**src/rtl/portout_q.sv**
```systemverilog
// Router output-port stage: filters deserialized packets by PORT_ID into a FIFO and
// re-serializes them with frame_n/valid_n. Define PORTOUT_PARITY_EN to append an even-parity bit.
module portout_q #(
   parameter logic [3:0]  PORT_ID = 4'd0,
   parameter int unsigned DEPTH   = 4
) (
   input  logic        clock,
   input  logic        reset_n,
   input  logic [3:0]  addr,
   input  logic [31:0] payload,
   input  logic        vld,
   output logic        frameo_n,
   output logic        valido_n,
   output logic        dout,
   output logic        clr,
   output logic        busy,
   output logic        full,
   output logic [7:0]  drop_cnt
);

   localparam int unsigned PW = $clog2(DEPTH);
   localparam int unsigned CW = PW + 1;
`ifdef PORTOUT_PARITY_EN
   localparam int unsigned SW = 33;
`else
   localparam int unsigned SW = 32;
`endif
   localparam logic [5:0]    LAST    = 6'(SW - 1);
   localparam logic [CW-1:0] DEPTH_C = CW'(DEPTH);

   typedef enum logic {IDLE, SEND} state_t;

   state_t          state_q, state_d;
   logic            vld_q, clr_q;
   logic [PW-1:0]   wr_ptr_q, wr_ptr_d, rd_ptr_q, rd_ptr_d;
   logic [CW-1:0]   count_q, count_d;
   logic [7:0]      drop_q, drop_d;
   logic [SW-1:0]   pkt_q, pkt_d;
   logic [5:0]      bit_q, bit_d;
   logic [31:0]     mem_q [DEPTH];
   logic            accept, match, push, pop, drop;

   // A held vld yields one event: only the rising edge is an accept.
   assign accept = vld & ~vld_q;
   assign match  = (addr == PORT_ID);
   assign push   = accept & match & (count_q != DEPTH_C);
   assign drop   = accept & match & (count_q == DEPTH_C);

   always_comb begin
      state_d = state_q;
      pkt_d   = pkt_q;
      bit_d   = bit_q;
      pop     = 1'b0;
      case (state_q)
         IDLE: begin
            if (count_q != '0) begin
               pop     = 1'b1;
               bit_d   = '0;
               state_d = SEND;
`ifdef PORTOUT_PARITY_EN
               pkt_d   = {^mem_q[rd_ptr_q], mem_q[rd_ptr_q]};
`else
               pkt_d   = mem_q[rd_ptr_q];
`endif
            end
         end
         SEND: begin
            if (bit_q == LAST) begin
               state_d = IDLE;
            end else begin
               bit_d = bit_q + 6'd1;
               pkt_d = pkt_q >> 1;
            end
         end
         default: state_d = IDLE;
      endcase
   end

   always_comb begin
      wr_ptr_d = wr_ptr_q;
      rd_ptr_d = rd_ptr_q;
      count_d  = count_q;
      drop_d   = drop_q;
      if (push) wr_ptr_d = wr_ptr_q + PW'(1);
      if (pop)  rd_ptr_d = rd_ptr_q + PW'(1);
      case ({push, pop})
         2'b10:   count_d = count_q + CW'(1);
         2'b01:   count_d = count_q - CW'(1);
         default: count_d = count_q;
      endcase
      if (drop && (drop_q != 8'hFF)) drop_d = drop_q + 8'd1;
   end

   always_ff @(posedge clock) begin
      if (push) mem_q[wr_ptr_q] <= payload;
   end

   always_ff @(posedge clock or negedge reset_n) begin
      if (!reset_n) begin
         state_q  <= IDLE;
         vld_q    <= 1'b0;
         clr_q    <= 1'b0;
         wr_ptr_q <= '0;
         rd_ptr_q <= '0;
         count_q  <= '0;
         drop_q   <= '0;
         pkt_q    <= '0;
         bit_q    <= '0;
      end else begin
         state_q  <= state_d;
         vld_q    <= vld;
         clr_q    <= accept;
         wr_ptr_q <= wr_ptr_d;
         rd_ptr_q <= rd_ptr_d;
         count_q  <= count_d;
         drop_q   <= drop_d;
         pkt_q    <= pkt_d;
         bit_q    <= bit_d;
      end
   end

   // The final bit of a packet carries frameo_n=1 as the end marker.
   assign busy     = (state_q == SEND);
   assign valido_n = ~busy;
   assign frameo_n = ~busy | (bit_q == LAST);
   assign dout     = busy & pkt_q[0];
   assign full     = (count_q == DEPTH_C);
   assign clr      = clr_q;
   assign drop_cnt = drop_q;

endmodule
```
**config.mk**
```make
export PLATFORM = sky130hd
export DESIGN_NAME = portout_q
export DESIGN_NICKNAME = d
export VERILOG_FILES = /design/src/rtl/portout_q.sv
export SDC_FILE = /design/constraint.sdc
export NUM_CORES = 1
export LEC_CHECK = 0
export CAP_MARGIN = 20
export CORE_MARGIN = 3
export CORE_UTILIZATION = 50
export CTS_CLUSTER_SIZE = 8
export DETAILED_ROUTE_END_ITERATION = 10
export HOLD_SLACK_MARGIN = 0.05
export PLACE_DENSITY = 0.82
export RECOVER_POWER = 100
export SYNTH_ARGS = -nofsm -noshare
export SYNTH_HDL_FRONTEND = slang
export SYNTH_SLANG_ARGS = --single-unit
```
**constraint.sdc**
```tcl
create_clock -name clock -period 2.7 [get_ports clock]
set_input_delay 0.405 -clock clock [delete_from_list [all_inputs] [get_ports clock]]
set_output_delay 0.405 -clock clock [all_outputs]
set_load 0.05 [all_outputs]
```
==> results.ini, run 1 <==
[timing]
maxSlewHeadroom = -0.1602
fin_worst_skew_ns = 0.007504
rsz0062_at_grt = false
fin_crit_ns = 2.506
worst-slew-pin-transition_ns = 1.740
period_share = 0.9281
timing.setup.tns_ns = 0
drv_slew = 30
setup_violations = 0
fmax_ghz = 0.3991
final-hold-violation-count = 0

[clock_tree]
insertion_delay_ns = 0.42
clockBufferDepth = 2
cts_resized = 0
cts-buffers-inserted = 17
clock-root-buffer = clkbuf_16
cts.sinks = 184
cts-htree-levels = 4
clk_pin_slew_worst_paths_ns = 0.06
cts_tree = done
cts_setup_buffers = 0

[global_routing]
grt_pass1_wl_um = 22080
grt_antenna_before_repair = 0
grt_usage = 0.1787
gr-total-overflow = 0
grt_pass1_vias = 4220
grt_max_degree = 38

[die]
coreArea_um2 = 14200
rows = 43
dieArea_um2 = 16310
initial_core_util = 0.5214
die_h_um = 127.7
die_width_um = 127.7
io_pins = 53

[finish]
mostFrequentLayoutCell = edfxtp_1
layout_common_cells = edfxtp_1, dfrtp_1, dlygate4sd3_1, nand3_1, o21ai_0
drive_gt1_frac = 0.1796
nNetsFinal = 535
fillCellCount = 1009
antenna_cells = 0
areaGrowthSynthToFinish_pct = 18.28

[yosys]
ys_types = 39
dominantRegCellSynth = edfxtp_1
async_flop_share = 0.3043
synth_edf_count = 128
postSynthAreaPerCell_um2 = 17.72
ys_seq_elements = 184
syn_nets = 465
synth_seq_area_share = 0.7082
synthCells = 418
synth-warning-count = 0
netlist_area_um2 = 7406

[detailed_routing]
drt_iter0_drc = 383
wl_per_cell_um = 20.03
vias = 3901
final_antenna_net_count = 0
dr.pass1.iters = 4
viasPerCell = 5.728
routed_wl_um = 13640
route.detailed.drc = 0

[setup_path]
start_kind = input pin
required_ns = 2.80
reg2reg_depth = 6
critPathBufInv = 3
criticalPathCategory = input pin to flop
max_stage_delay_ns = 0.57
critical-path-top-delay-family = buffers and inverters
crit_slowest_cell = dlygate4sd3_1
end_kind = flop
critPathArrivalTime_ns = 2.61
path_max_fanout = 16
worstSetupPathDepth = 7
worstPathCellList = dlygate4sd3_1 > nor4_4 > nand2_1 > nor2_1 > clkbuf_1 > and2_0 > clkbuf_4

[run_status]
violations = max-capacitance violations, max-slew violations
run_status = complete, but fails checks

[placement]
port_buffers = 52
dpl.hpwl_um = 8976
place_congestion = 0.7247

[power]
power.density_nw_per_um2 = 879.6
fin_total_pwr_mw = 7.705
ir_worst_vdd_uv = 563.8
p_leak_nw = 3.131

[run]
cap_violations = 1

[min_path]
hp-class = flop to flop
hold_path_depth = 2

-- what timing repair did --
| action | CTS | global route |
|---|---|---|
| hold buffers | 1 | 0 |
| endpoints found under the setup margin | 0 | 0 |
| endpoints found under the hold margin | 16 | 0 |
-- through the flow --
stage / setup slack [ns] / instances / util / hold slack (ns) / cell area, um^2
floorplan: 0.2920 / 418 / - / 0.1094 / 7406
global placement: 0.2123 / 648 / 0.5829 / 0.4738 / 8279
detailed placement: 0.1379 / 648 / 0.5829 / 0.4947 / 8279
CTS: 0.2046 / 681 / 0.6217 / 0.4402 / 8831
global route: 0.07552 / 681 / 0.6167 / 0.5320 / 8760
finish: 0.1941 / 681 / 0.6167 / 0.5078 / 8760
-- path summary, 6_finish.rpt --
check	endpoint	slack [ns]	start
max in group asynchronous	rd_ptr_q[0]	0.57	reset_n
worst max-delay path	mem_q[1][17]	0.19	addr[1]
worst min-delay path	pkt_q[15]	0.51	pkt_q[15]
min in group asynchronous	drop_cnt[0]	0.99	reset_n
worst max register to register	pkt_q[22]	0.38	count_q[0]
worst min register to register	pkt_q[15]	0.51	pkt_q[15]
-- worst register-to-register path, stage by stage (launching register included) --
cell and delay (ns):
dfrtp_1 0.44, nor3_1 0.19, or2_0 0.15, clkbuf_2 0.62
and2_0 0.26, clkbuf_2 0.32, o21ai_0 0.19
-- final cells by class --
class / instances / area, um^2 / area share
Multi-Input combinational cell: 201 / 1931 / 0.2204
Inverter: 10 / 37.54 / 0.004285
Tap cell: 180 / 225.2 / 0.02571
Timing Repair Buffer: 74 / 778.2 / 0.08884
Clock buffer: 21 / 470.5 / 0.05371
Sequential cell: 184 / 5246 / 0.5989
Clock inverter: 11 / 71.32 / 0.008142
-- logic make-up (layout without fill, tap and decap cells) --
kind of cell	Yosys count	in the layout	share of synthesized area
AO/OA/AOI/OAI	42	42	0.03176
buffers and inverters	33	116	0.02483
flip-flops	184	184	0.7082
multiplexers	66	66	0.1436
adder cells (fa/ha/maj)	8	8	0.01453
XOR/XNOR	14	14	0.01656
AND/OR/NAND/NOR	71	71	0.06048
-- where the power goes --
part	switching, mW	total [mW]	internal (mW)	leakage, nW
logic	0.986	1.88	0.889	1.01
registers	0.241	3.59	3.35	1.86
clock network	0.990	2.24	1.25	0.267
total	2.22	7.70	5.49	3.13
-- flip-flops by register name, indices dropped and copies added, names as in the netlist --
name and cells:
pkt_q 32, rd_ptr_q 2, busy 1, mem_q 128
clr 1, wr_ptr_q 2, drop_cnt 8, vld_q 1
count_q 3, bit_q 6
-- Yosys cell counts, types with 2 or more instances --
cell type / instances / area, um^2
buf_2: 12 / 60.06
xor2_1: 9 / 78.83
and3_1: 2 / 12.51
buf_6: 6 / 67.56
xnor2_1: 5 / 43.79
nor2_1: 3 / 11.26
dfrtp_1: 56 / 1401
nor3_1: 3 / 15.01
nor4_2: 3 / 37.54
nand2_1: 5 / 18.77
mux2_2: 2 / 22.52
a22o_1: 2 / 17.52
edfxtp_1: 128 / 3844
and2_1: 2 / 12.51
o21ai_0: 34 / 170.2
ha_1: 7 / 87.58
inv_1: 9 / 33.78
mux4_2: 32 / 720.7
nand3_1: 40 / 200.2
clkbuf_1: 5 / 18.77
and2_2: 4 / 30.03
mux2i_1: 32 / 320.3
-- per-layer routing --
| metal | up-vias | GRT usage | wire (um) |
|---|---|---|---|
| met4 | 0 | 0.06429 | 156 |
| li1 | 1761 | - | - |
| met2 | 114 | 0.3035 | 7354 |
| met1 | 2010 | 0.2235 | 5464 |
| met3 | 16 | 0.04708 | 664 |
| met5 | - | 0 | 0 |
No activity file was read; power rests on OpenSTA's default activity.
==> run 2: changes to the inputs <==
--- a/config.mk
+++ b/config.mk
@@ -10,6 +10,7 @@
 export CORE_UTILIZATION = 50
 export CTS_CLUSTER_SIZE = 8
 export DETAILED_ROUTE_END_ITERATION = 10
+export GPL_ROUTABILITY_DRIVEN = 1
 export HOLD_SLACK_MARGIN = 0.05
 export PLACE_DENSITY = 0.82
 export RECOVER_POWER = 100
==> results of run 2 <==
Final layout, timing and power as in run 1 (identical DEF).
